[config.mk]
export PLATFORM = sky130hd
export DESIGN_NAME = hazard_stall_ctrl_flat
export DESIGN_NICKNAME = d
export VERILOG_FILES = /design/src/rtl/hazard_stall_ctrl_pkg.sv /design/src/rtl/hazard_stall_ctrl_if.sv /design/src/rtl/hazard_stall_ctrl_hazard_detect.sv /design/src/rtl/hazard_stall_ctrl.sv /design/src/flat_wrapper.sv
export SDC_FILE = /design/constraint.sdc
export NUM_CORES = 1
export LEC_CHECK = 0
export BUFFER_PORTS_ARGS = -buffer_cell sky130_fd_sc_hd__buf_2
export CORE_MARGIN = 4
export CORE_UTILIZATION = 25
export DETAILED_ROUTE_END_ITERATION = 8
export GPL_ROUTABILITY_DRIVEN = 0
export HOLD_SLACK_MARGIN = 0.15
export SKIP_CTS_REPAIR_TIMING = 1
export SLEW_MARGIN = 0
export SYNTH_ARGS = -nofsm -noshare
export SYNTH_HDL_FRONTEND = slang
export SYNTH_SLANG_ARGS = --single-unit
[constraint.sdc]
create_clock -name clk -period 2.6 [get_ports clk]
set_clock_uncertainty 0.05 [all_clocks]
set_input_delay 0.26 -clock clk [delete_from_list [all_inputs] [get_ports clk]]
set_output_delay 0.26 -clock clk [all_outputs]
set_load 0.005 [all_outputs]
[src/rtl/hazard_stall_ctrl_pkg.sv]
// Shared types and constants for the fetch-stage stall/redirect sequencer.
package hazard_stall_ctrl_pkg;

   localparam int         COMMON_WIDTH    = 32;
   localparam logic [4:0] REG_ZERO        = 5'd0;
   localparam int         MD_LATENCY_DEF  = 32;
   localparam int         MEM_TIMEOUT_DEF = 255;

   typedef enum logic [1:0] {
      ST_RUN      = 2'd0,
      ST_MD_WAIT  = 2'd1,
      ST_MEM_WAIT = 2'd2
   } state_e;

   function automatic int max_int(input int a, input int b);
      return (a > b) ? a : b;
   endfunction

endpackage

[src/rtl/hazard_stall_ctrl_if.sv]
// Pipeline-side bundle: hazard sources from ID/EX/MEM in, stall/redirect controls out.
interface hazard_stall_ctrl_if;
   import hazard_stall_ctrl_pkg::*;

   logic [4:0]              id_rs1_addr;
   logic [4:0]              id_rs2_addr;
   logic                    id_rs1_rd;
   logic                    id_rs2_rd;
   logic                    ex_load;
   logic [4:0]              ex_rd_addr;
   logic                    ex_jump_req;
   logic [COMMON_WIDTH-1:0] ex_jump_addr;
   logic                    md_start;
   logic                    mem_req;
   logic                    mem_ack;

   logic                    jump_en;
   logic [COMMON_WIDTH-1:0] jump_addr;
   logic                    jump_stall;
   logic                    full_stall;
   logic                    idex_bubble;
   logic                    ifid_flush;
   logic                    mem_timeout;
   logic [31:0]             stall_cycles;

   modport master (
      output id_rs1_addr, id_rs2_addr, id_rs1_rd, id_rs2_rd,
             ex_load, ex_rd_addr, ex_jump_req, ex_jump_addr,
             md_start, mem_req, mem_ack,
      input  jump_en, jump_addr, jump_stall, full_stall,
             idex_bubble, ifid_flush, mem_timeout, stall_cycles
   );

   modport slave (
      input  id_rs1_addr, id_rs2_addr, id_rs1_rd, id_rs2_rd,
             ex_load, ex_rd_addr, ex_jump_req, ex_jump_addr,
             md_start, mem_req, mem_ack,
      output jump_en, jump_addr, jump_stall, full_stall,
             idex_bubble, ifid_flush, mem_timeout, stall_cycles
   );

endinterface

[src/rtl/hazard_stall_ctrl_hazard_detect.sv]
// Load-use compare: the ID instruction reads a register that the EX load is about to write.
module hazard_detect
   import hazard_stall_ctrl_pkg::*;
(
   input  logic [4:0] id_rs1_addr,
   input  logic [4:0] id_rs2_addr,
   input  logic       id_rs1_rd,
   input  logic       id_rs2_rd,
   input  logic       ex_load,
   input  logic [4:0] ex_rd_addr,
   output logic       load_use
);

   logic rs1_hit;
   logic rs2_hit;

   // x0 is hardwired to zero, so a load targeting it never creates a dependency.
   assign rs1_hit  = id_rs1_rd && (id_rs1_addr == ex_rd_addr);
   assign rs2_hit  = id_rs2_rd && (id_rs2_addr == ex_rd_addr);
   assign load_use = ex_load && (ex_rd_addr != REG_ZERO) && (rs1_hit || rs2_hit);

endmodule

[src/rtl/hazard_stall_ctrl.sv]
// Stall/redirect sequencer: load-use bubbles, EX jumps, fixed-latency mul/div and
// handshaked data-memory waits with a watchdog. Priority: full_stall > jump > load_use.
module hazard_stall_ctrl
   import hazard_stall_ctrl_pkg::*;
#(
   parameter int MD_LATENCY  = MD_LATENCY_DEF,
   parameter int MEM_TIMEOUT = MEM_TIMEOUT_DEF
) (
   input  logic               clk,
   input  logic               rst,
   hazard_stall_ctrl_if.slave bus
);

   localparam int MD_CNT_W = (MD_LATENCY > 1) ? $clog2(MD_LATENCY) : 1;
   localparam int CNT_W    = max_int(8, MD_CNT_W);
   localparam bit MD_MULTI = (MD_LATENCY > 1);

   localparam logic [CNT_W-1:0] MD_RELOAD = CNT_W'(MD_MULTI ? (MD_LATENCY - 2) : 0);
   localparam logic [CNT_W-1:0] MEM_LAST  = CNT_W'(MEM_TIMEOUT - 1);
   localparam logic [CNT_W-1:0] CNT_ONE   = CNT_W'(1);

   state_e      state_q, state_d;
   logic [CNT_W-1:0] cnt_q, cnt_d;
   logic        md_pend_q, md_pend_d;
   logic        mem_timeout_q, mem_timeout_d;
   logic [31:0] stall_cycles_q, stall_cycles_d;

   logic load_use;
   logic stall_raw;
   logic full_stall;
   logic jump_en;
   logic jump_stall;

   hazard_detect u_hazard_detect (
      .id_rs1_addr (bus.id_rs1_addr),
      .id_rs2_addr (bus.id_rs2_addr),
      .id_rs1_rd   (bus.id_rs1_rd),
      .id_rs2_rd   (bus.id_rs2_rd),
      .ex_load     (bus.ex_load),
      .ex_rd_addr  (bus.ex_rd_addr),
      .load_use    (load_use)
   );

   // NOTE: every variable gets its hold value first so no path through the case infers a latch.
   always_comb begin
      state_d       = state_q;
      cnt_d         = cnt_q;
      md_pend_d     = md_pend_q;
      mem_timeout_d = mem_timeout_q;
      stall_raw     = 1'b0;

      unique case (state_q)
         ST_RUN: begin
            stall_raw = (bus.mem_req && !bus.mem_ack) || bus.md_start;
            if (bus.mem_req && !bus.mem_ack) begin
               // A coincident mul/div launch waits behind the memory access.
               state_d   = ST_MEM_WAIT;
               cnt_d     = '0;
               md_pend_d = bus.md_start;
            end else if (bus.md_start && MD_MULTI) begin
               state_d = ST_MD_WAIT;
               cnt_d   = MD_RELOAD;
            end
         end

         ST_MD_WAIT: begin
            stall_raw = 1'b1;
            if (cnt_q == '0) state_d = ST_RUN;
            else             cnt_d   = cnt_q - CNT_ONE;
         end

         ST_MEM_WAIT: begin
            stall_raw = !(bus.mem_ack && !md_pend_q);
            if (bus.mem_ack || (cnt_q == MEM_LAST)) begin
               if (!bus.mem_ack) mem_timeout_d = 1'b1;
               md_pend_d = 1'b0;
               if (md_pend_q && MD_MULTI) begin
                  state_d = ST_MD_WAIT;
                  cnt_d   = MD_RELOAD;
               end else begin
                  state_d = ST_RUN;
                  cnt_d   = '0;
               end
            end else begin
               cnt_d = cnt_q + CNT_ONE;
            end
         end

         default: state_d = ST_RUN;
      endcase
   end

   // Outputs are forced low while reset is asserted, independent of the inputs.
   always_comb begin
      full_stall     = stall_raw && rst;
      jump_en        = bus.ex_jump_req && !full_stall && rst;
      jump_stall     = load_use && !full_stall && !bus.ex_jump_req && rst;
      stall_cycles_d = stall_cycles_q;
      if (full_stall && (stall_cycles_q != 32'hFFFF_FFFF))
         stall_cycles_d = stall_cycles_q + 32'd1;
   end

   // NOTE: state registers use non-blocking assignments so every flop samples pre-edge values.
   always_ff @(posedge clk or negedge rst) begin
      if (!rst) begin
         state_q        <= ST_RUN;
         cnt_q          <= '0;
         md_pend_q      <= 1'b0;
         mem_timeout_q  <= 1'b0;
         stall_cycles_q <= '0;
      end else begin
         state_q        <= state_d;
         cnt_q          <= cnt_d;
         md_pend_q      <= md_pend_d;
         mem_timeout_q  <= mem_timeout_d;
         stall_cycles_q <= stall_cycles_d;
      end
   end

   assign bus.full_stall   = full_stall;
   assign bus.jump_en      = jump_en;
   assign bus.jump_addr    = jump_en ? bus.ex_jump_addr : '0;
   assign bus.jump_stall   = jump_stall;
   assign bus.idex_bubble  = jump_en || jump_stall;
   assign bus.ifid_flush   = jump_en;
   assign bus.mem_timeout  = mem_timeout_q;
   assign bus.stall_cycles = stall_cycles_q;

endmodule

[src/flat_wrapper.sv]
// flat-port wrapper written by rule: the top's interface ports become plain ports
module hazard_stall_ctrl_flat import hazard_stall_ctrl_pkg::*;
#(
   parameter int MD_LATENCY  = MD_LATENCY_DEF,
   parameter int MEM_TIMEOUT = MEM_TIMEOUT_DEF
)
  (clk, rst, bus_id_rs1_addr, bus_id_rs2_addr, bus_id_rs1_rd, bus_id_rs2_rd, bus_ex_load, bus_ex_rd_addr, bus_ex_jump_req, bus_ex_jump_addr, bus_md_start, bus_mem_req, bus_mem_ack, bus_jump_en, bus_jump_addr, bus_jump_stall, bus_full_stall, bus_idex_bubble, bus_ifid_flush, bus_mem_timeout, bus_stall_cycles);
  hazard_stall_ctrl_if bus_i ();
  input  logic clk;
  input  logic rst;
  input wire logic [$bits(bus_i.id_rs1_addr)-1:0] bus_id_rs1_addr;
  input wire logic [$bits(bus_i.id_rs2_addr)-1:0] bus_id_rs2_addr;
  input wire logic [$bits(bus_i.id_rs1_rd)-1:0] bus_id_rs1_rd;
  input wire logic [$bits(bus_i.id_rs2_rd)-1:0] bus_id_rs2_rd;
  input wire logic [$bits(bus_i.ex_load)-1:0] bus_ex_load;
  input wire logic [$bits(bus_i.ex_rd_addr)-1:0] bus_ex_rd_addr;
  input wire logic [$bits(bus_i.ex_jump_req)-1:0] bus_ex_jump_req;
  input wire logic [$bits(bus_i.ex_jump_addr)-1:0] bus_ex_jump_addr;
  input wire logic [$bits(bus_i.md_start)-1:0] bus_md_start;
  input wire logic [$bits(bus_i.mem_req)-1:0] bus_mem_req;
  input wire logic [$bits(bus_i.mem_ack)-1:0] bus_mem_ack;
  output wire logic [$bits(bus_i.jump_en)-1:0] bus_jump_en;
  output wire logic [$bits(bus_i.jump_addr)-1:0] bus_jump_addr;
  output wire logic [$bits(bus_i.jump_stall)-1:0] bus_jump_stall;
  output wire logic [$bits(bus_i.full_stall)-1:0] bus_full_stall;
  output wire logic [$bits(bus_i.idex_bubble)-1:0] bus_idex_bubble;
  output wire logic [$bits(bus_i.ifid_flush)-1:0] bus_ifid_flush;
  output wire logic [$bits(bus_i.mem_timeout)-1:0] bus_mem_timeout;
  output wire logic [$bits(bus_i.stall_cycles)-1:0] bus_stall_cycles;
  assign bus_i.id_rs1_addr = bus_id_rs1_addr;
  assign bus_i.id_rs2_addr = bus_id_rs2_addr;
  assign bus_i.id_rs1_rd = bus_id_rs1_rd;
  assign bus_i.id_rs2_rd = bus_id_rs2_rd;
  assign bus_i.ex_load = bus_ex_load;
  assign bus_i.ex_rd_addr = bus_ex_rd_addr;
  assign bus_i.ex_jump_req = bus_ex_jump_req;
  assign bus_i.ex_jump_addr = bus_ex_jump_addr;
  assign bus_i.md_start = bus_md_start;
  assign bus_i.mem_req = bus_mem_req;
  assign bus_i.mem_ack = bus_mem_ack;
  assign bus_jump_en = bus_i.jump_en;
  assign bus_jump_addr = bus_i.jump_addr;
  assign bus_jump_stall = bus_i.jump_stall;
  assign bus_full_stall = bus_i.full_stall;
  assign bus_idex_bubble = bus_i.idex_bubble;
  assign bus_ifid_flush = bus_i.ifid_flush;
  assign bus_mem_timeout = bus_i.mem_timeout;
  assign bus_stall_cycles = bus_i.stall_cycles;
  hazard_stall_ctrl #(.MD_LATENCY(MD_LATENCY), .MEM_TIMEOUT(MEM_TIMEOUT)) u_core (.clk(clk), .rst(rst), .bus(bus_i));
endmodule
Yosys cells after proc, flatten, opt, wreduce, memory -nomap -nowiden
Cells that the tools add are included.
{ "classes": {"addsub": 3, "mul": 0, "n_div": 0, "n_lt_le_gt_ge": 0, "eq_ne": 11, "shifts": 0, "mux": 17, "n_bitwise": 1, "reduce_logical": 31} }
{ "ops": {"columns": ["op", "n"], "rows": [
  ["adder 32 x 1 -> 32 bit (second input constant)", 1],
  ["two-way mux 32 bit", 1],
  ["two-way mux 8 bit", 4],
  ["!= test 32 bit (second input constant)", 1],
  ["case mux 8 bit (3 select lines)", 1],
  ["logical AND 1 bit", 13],
  ["AND reduction 3 bit", 4],
  ["== test 5 bit", 2],
  ["adder 8 x 1 -> 8 bit (second input constant)", 1],
  ["== test 8 bit (second input constant)", 1],
  ["zero test 8 bit", 1],
  ["two-way mux 2 bit", 4],
  ["subtractor 8 x 1 -> 8 bit (second input constant)", 1],
  ["!= test 2 x 1 -> 1 bit (second input constant)", 3],
  ["case mux 2 bit (3 select lines)", 1],
  ["zero test 1 bit", 5],
  ["two-way mux 5 bit", 1],
  ["nonzero test 5 bit", 1],
  ["logical OR 1 bit", 4],
  ["two-way mux 1 bit", 3],
  ["!= test 3 x 2 -> 1 bit (second input constant)", 1],
  ["case mux 1 bit (3 select lines)", 1],
  ["nonzero test 3 bit", 1],
  ["== test 2 x 1 -> 1 bit (second input constant)", 1],
  ["other kinds (6)", 6]
]} }
{ "totals": {"register_bits": 44, "latch_bits": 0, "ram_bits": 0, "rom_bits": 0, "output_inout_bits": 70, "wordCells": 68, "mem_count": 0} }

Logic depth before layout (Yosys ltp)
{ "logic_depth": {"word_depth": 10, "depth_mapped": 9, "mapped_depth_nobuf": 7} }

Modules after synthesis
A second synthesis with hierarchy kept.
{ "hier_totals": {"hier_cells": 348, "hier_area_um2": 3056.7} }
{ "modules_own_cells": {"columns": ["module", "n_inst", "cells_per_inst", "area_each_um2"], "rows": [
  ["hazard_stall_ctrl", 1, 331, 2922.8],
  ["hazard_detect", 1, 17, 133.9]
]} }

Worst setup path before layout
No wires, ideal clock.
{ "synth_path": {"path_kind": "register to register", "from": "reg u_core.cnt_q[0]", "to": "reg u_core.cnt_q[2]", "setup_ns": 0.136, "arrival_ns": 2.120, "t_required_ns": 2.414, "setup_slack_ns": 0.294, "path_stages_with_launch": 9, "path_buffers": 1, "period_less_slack_ns": 2.306, "cell_sequence": "dfrtp_1 > clkbuf_1 > inv_1 > ha_1 > or4b_2 > nor4_4 > a21oi_1 > o21ai_0 > o21ai_0"} }
{ "synth_via": {"elab_chain_len": 4, "elab_cells_between_ends": 10, "cone_classes": "2 x add/sub; 2 x eq/ne; 3 x mux; 3 x reduce/logical"} }
{ "synth_lines": {"columns": ["item", "line", "source"], "rows": [
  ["start: declaration", "hazard_stall_ctrl.sv:23", "logic [CNT_W-1:0] cnt_q, cnt_d;"],
  ["start signal: assignment", "hazard_stall_ctrl.sv:113", "cnt_q <= cnt_d;"],
  ["parallel branches: the longest is 4 deep, another holds adder 8 x 1 -> 8 bit", null, null]
]} }
Parallel ways; which one is timed is not known. The select of a mux whose other input is x is not followed.
A chain may end at the register's enable or synchronous reset.

Worst setup path after layout
{ "layout_path": {"from": "reg u_core.state_q[0]", "to": "out bus_jump_addr[6]"} }
{ "layout_via": {"elab_chain_len": 7, "elab_cells_between_ends": 9, "cone_classes": "2 x eq/ne; 2 x mux; 5 x reduce/logical"} }
{ "layout_lines": {"columns": ["item", "line", "source"], "rows": [
  ["start: declaration", "hazard_stall_ctrl.sv:22", "state_e state_q, state_d;"],
  ["start signal: assignment", "hazard_stall_ctrl.sv:112", "state_q <= state_d;"],
  ["== test 2 bit (tied with other cells)", "hazard_stall_ctrl.sv:52", "unique case (state_q)"],
  ["case mux 1 bit (3 select lines) *", "hazard_stall_ctrl.sv:52", null],
  ["logical AND 1 bit *", "hazard_stall_ctrl.sv:95", "full_stall = stall_raw && rst;"],
  ["zero test 1 bit *", "hazard_stall_ctrl.sv:96", "jump_en = bus.ex_jump_req && !full_stall && rst;"],
  ["logical AND 1 bit * (2 in a row)", "hazard_stall_ctrl.sv:96", null],
  ["two-way mux 32 bit *", "hazard_stall_ctrl.sv:122", "assign bus.jump_addr = jump_en ? bus.ex_jump_addr : '0;"],
  ["end: declaration", "flat_wrapper.sv:23", "output wire logic [$bits(bus_i.jump_addr)-1:0] bus_jump_addr;"]
]} }
Every way passes the cells marked *; elsewhere a longest branch is shown, timed or not.

==> results.json <==
{
  "status": "finished, final reports clean",
  "hold_class": "in2reg",
  "first_iter_violations": 179,
  "async_flop_share_pct": 100,
  "yosysSeqAreaShare_pct": 36.3,
  "die_h_um": 118,
  "clock-sinks": 44,
  "relSlewSlack_pct": 52.7,
  "fmax_ghz": 0.402,
  "drive_gt1_share_pct": 34.7,
  "synthFlopType": "dfrtp_1",
  "leakage_nw": 2.04,
  "drv_cap": 0,
  "swShare_pct": 40.3,
  "antenna_cells": 0,
  "crit_type": "reg2out",
  "synth_top_area_share_pct": 36.3,
  "die-area_um2": 13900,
  "netlist_area_um2": 3030,
  "gr-total-overflow": 0,
  "rows": 39,
  "cts_buffer_depth": 2,
  "p_int_w": 0.00181,
  "reg2reg_to": "u_core.bus.stall_cycles[14]",
  "arrival_ps": 2180,
  "dieWidth_um": 118,
  "whs_ps": 304,
  "nNetsFinal": 542,
  "yosys-top-cells-area": "dfrtp_1 36%, xor2_1 11%, and2_1 6.6%, ha_1 3.3%, nand3_1 3.1%",
  "synth_cells": 339,
  "critical_path_required_ps": 2290,
  "wire_per_inst_um": 14.6,
  "final_common_cell": "buf_2",
  "tightestPinTransition_ps": 702,
  "r2r_start": "u_core.bus.stall_cycles[28]",
  "p_sw_w": 0.00122,
  "stdcell_area_um2": 4070,
  "synth.avg_cell_area_um2": 8.94,
  "critPathMaxFanout": 17,
  "synth_cell_types": 54,
  "p_per_area_nw_per_um2": 746,
  "vias": 3069,
  "setup_tns_ps": 0,
  "endpoint": "bus_jump_addr[6]",
  "remaining_drc_errors": 0,
  "routed_wl_um": 9080,
  "min_period_ps": 2490,
  "synth-seq-cells": 44,
  "synth_edf_count": 0,
  "hpwlAfterDp_um": 7170,
  "startpoint_type": "flop",
  "antenna_found_initial": 0,
  "yosysTopAreaCell": "dfrtp_1",
  "final_cell_mix": "125 x buf_2, 44 x dfrtp_1, 39 x xor2_1",
  "cts_tree": "yes",
  "area_growth_syn_to_layout_pct": 34.4,
  "final-max-slew-violation-count": 0,
  "initial_core_util_pct": 26.1,
  "fin_cells": 621,
  "firstDrtPassIters": 4,
  "rrSetupSlack_ps": 200,
  "irDropWorstVdd_mv": 0.340,
  "coreArea_um2": 11600,
  "synthesis.nets": 403,
  "power_frac_clock_pct": 20.0,
  "p_seq_share_pct": 33.7,
  "place_area_um2": 3880,
  "hold_violations": 0,
  "cts_made_buffers": 5,
  "viasPerCell": 4.94,
  "ant_nets": 0,
  "cts_root_buf": "clkbuf_16",
  "startpoint": "u_core.state_q[0]",
  "grt_first_pass_wirelength_um": 14700,
  "power_frac_comb_pct": 46.3,
  "end_kind": "output pin",
  "track_usage_pct": 12.4,
  "clk_pin_slew_ps": 60,
  "setup_violations": 0,
  "period_share_pct": 95.8,
  "ys_warn_count": 0,
  "dp_cells": 609,
  "clock_latency_ps": 280,
  "grt_pass1_vias": 3051,
  "io_buffers": 125,
  "grt_max_degree": 37,
  "boundaryPins": 126,
  "worst-r2r-cell-count": 6,
  "cts_max_level": 2
}
per-layer routing:
metal / global-route usage (%) / part of all wire, %
met5: 0 / 0
met4: 2.05 / 0.61
met3: 2.69 / 5.2
met2: 21.8 / 50
met1: 15.9 / 44
power groups by stage:
stage	combinational [W]	sequential (W)	clock, W
after CTS	0.00134	0.00102	0.000628
after detailed placement	0.00133	0.00103	0
after global placement	0.00131	0.00102	0
after floorplan	0.000861	0.000975	0
final	0.00141	0.00102	0.000608
after global routing	0.00156	0.00104	0.000657
worst min path at each step:
stage	startpoint	to	slack (ps)	cells past startpoint
after global placement	rst	u_core.bus.stall_cycles[2]	100	1
after floorplan	rst	u_core.bus.mem_timeout	-90	0
after detailed placement	rst	u_core.bus.stall_cycles[0]	110	1
final	bus_md_start	u_core.md_pend_q	300	3
after CTS	rst	u_core.bus.stall_cycles[8]	-190	1
after global routing	bus_md_start	u_core.md_pend_q	330	3
critical path, cell delays in order, from the launching register on:
cell and delay (ps):
dfrtp_1 380, inv_1 90, ha_1 260, nand2_2 160, o211ai_1 160, a21bo_2 280, nor2_2 140, buf_6 170
and2_1 140, buf_2 110
Yosys cell counts (all sizes together) (2+ instances only):
cell,instances
dfrtp,44
xor2,39
and2,32
nand2,22
nor3,20
nand3,19
nor2,18
inv,14
nand4,14
nor4,12
clkbuf,9
xnor2,9
a21oi,8
ha,8
o21ai,8
and3,5
buf,5
a211oi,4
nand2b,4
nor2b,4
or4,4
a21o,3
a22oi,3
a31oi,2
a41oi,2
and4,2
nor3b,2
o31ai,2
or3,2
or4b,2
area by class of cell:
type                       instances  area, um2
sequential                        44       1100
clock buffer                       5        125
tap                              143        179
fill                            1198       7540
inverter                          14       52.6
timing repair buffer             146        793
clock inverter                     2       12.5
multi-input combinational        267       1810
sequential cells by signal, indices dropped and copies added, names as in the netlist:
register	cells
u_core.cnt_q	8
u_core.state_q	2
u_core.bus.mem_timeout	1
u_core.bus.stall_cycles	32
u_core.md_pend_q	1
through the flow:
stage	setup WS, ps	power (W)	utilization, %
floorplan	294	0.00184	-
global placement	128	0.00233	33.4
detailed placement	102	0.00236	33.4
CTS	-164	0.00299	34.6
global route	-16.5	0.00326	35.1
finish	110	0.00304	35.1
cell families (layout without fill, tap and decap cells):
kind of cell	Yosys count	in the layout	synth area share [%]
AOI/OAI and AO/OA	46	46	10.6
DFF	44	44	36.3
xor gates and xnor gates	48	48	13.9
adders and majority gates	8	8	3.30
buffers and inverters	28	167	4.17
muxes	1	1	0.496
and+or+nand+nor	164	164	31.2
No activity file was read; power rests on OpenSTA's default activity.
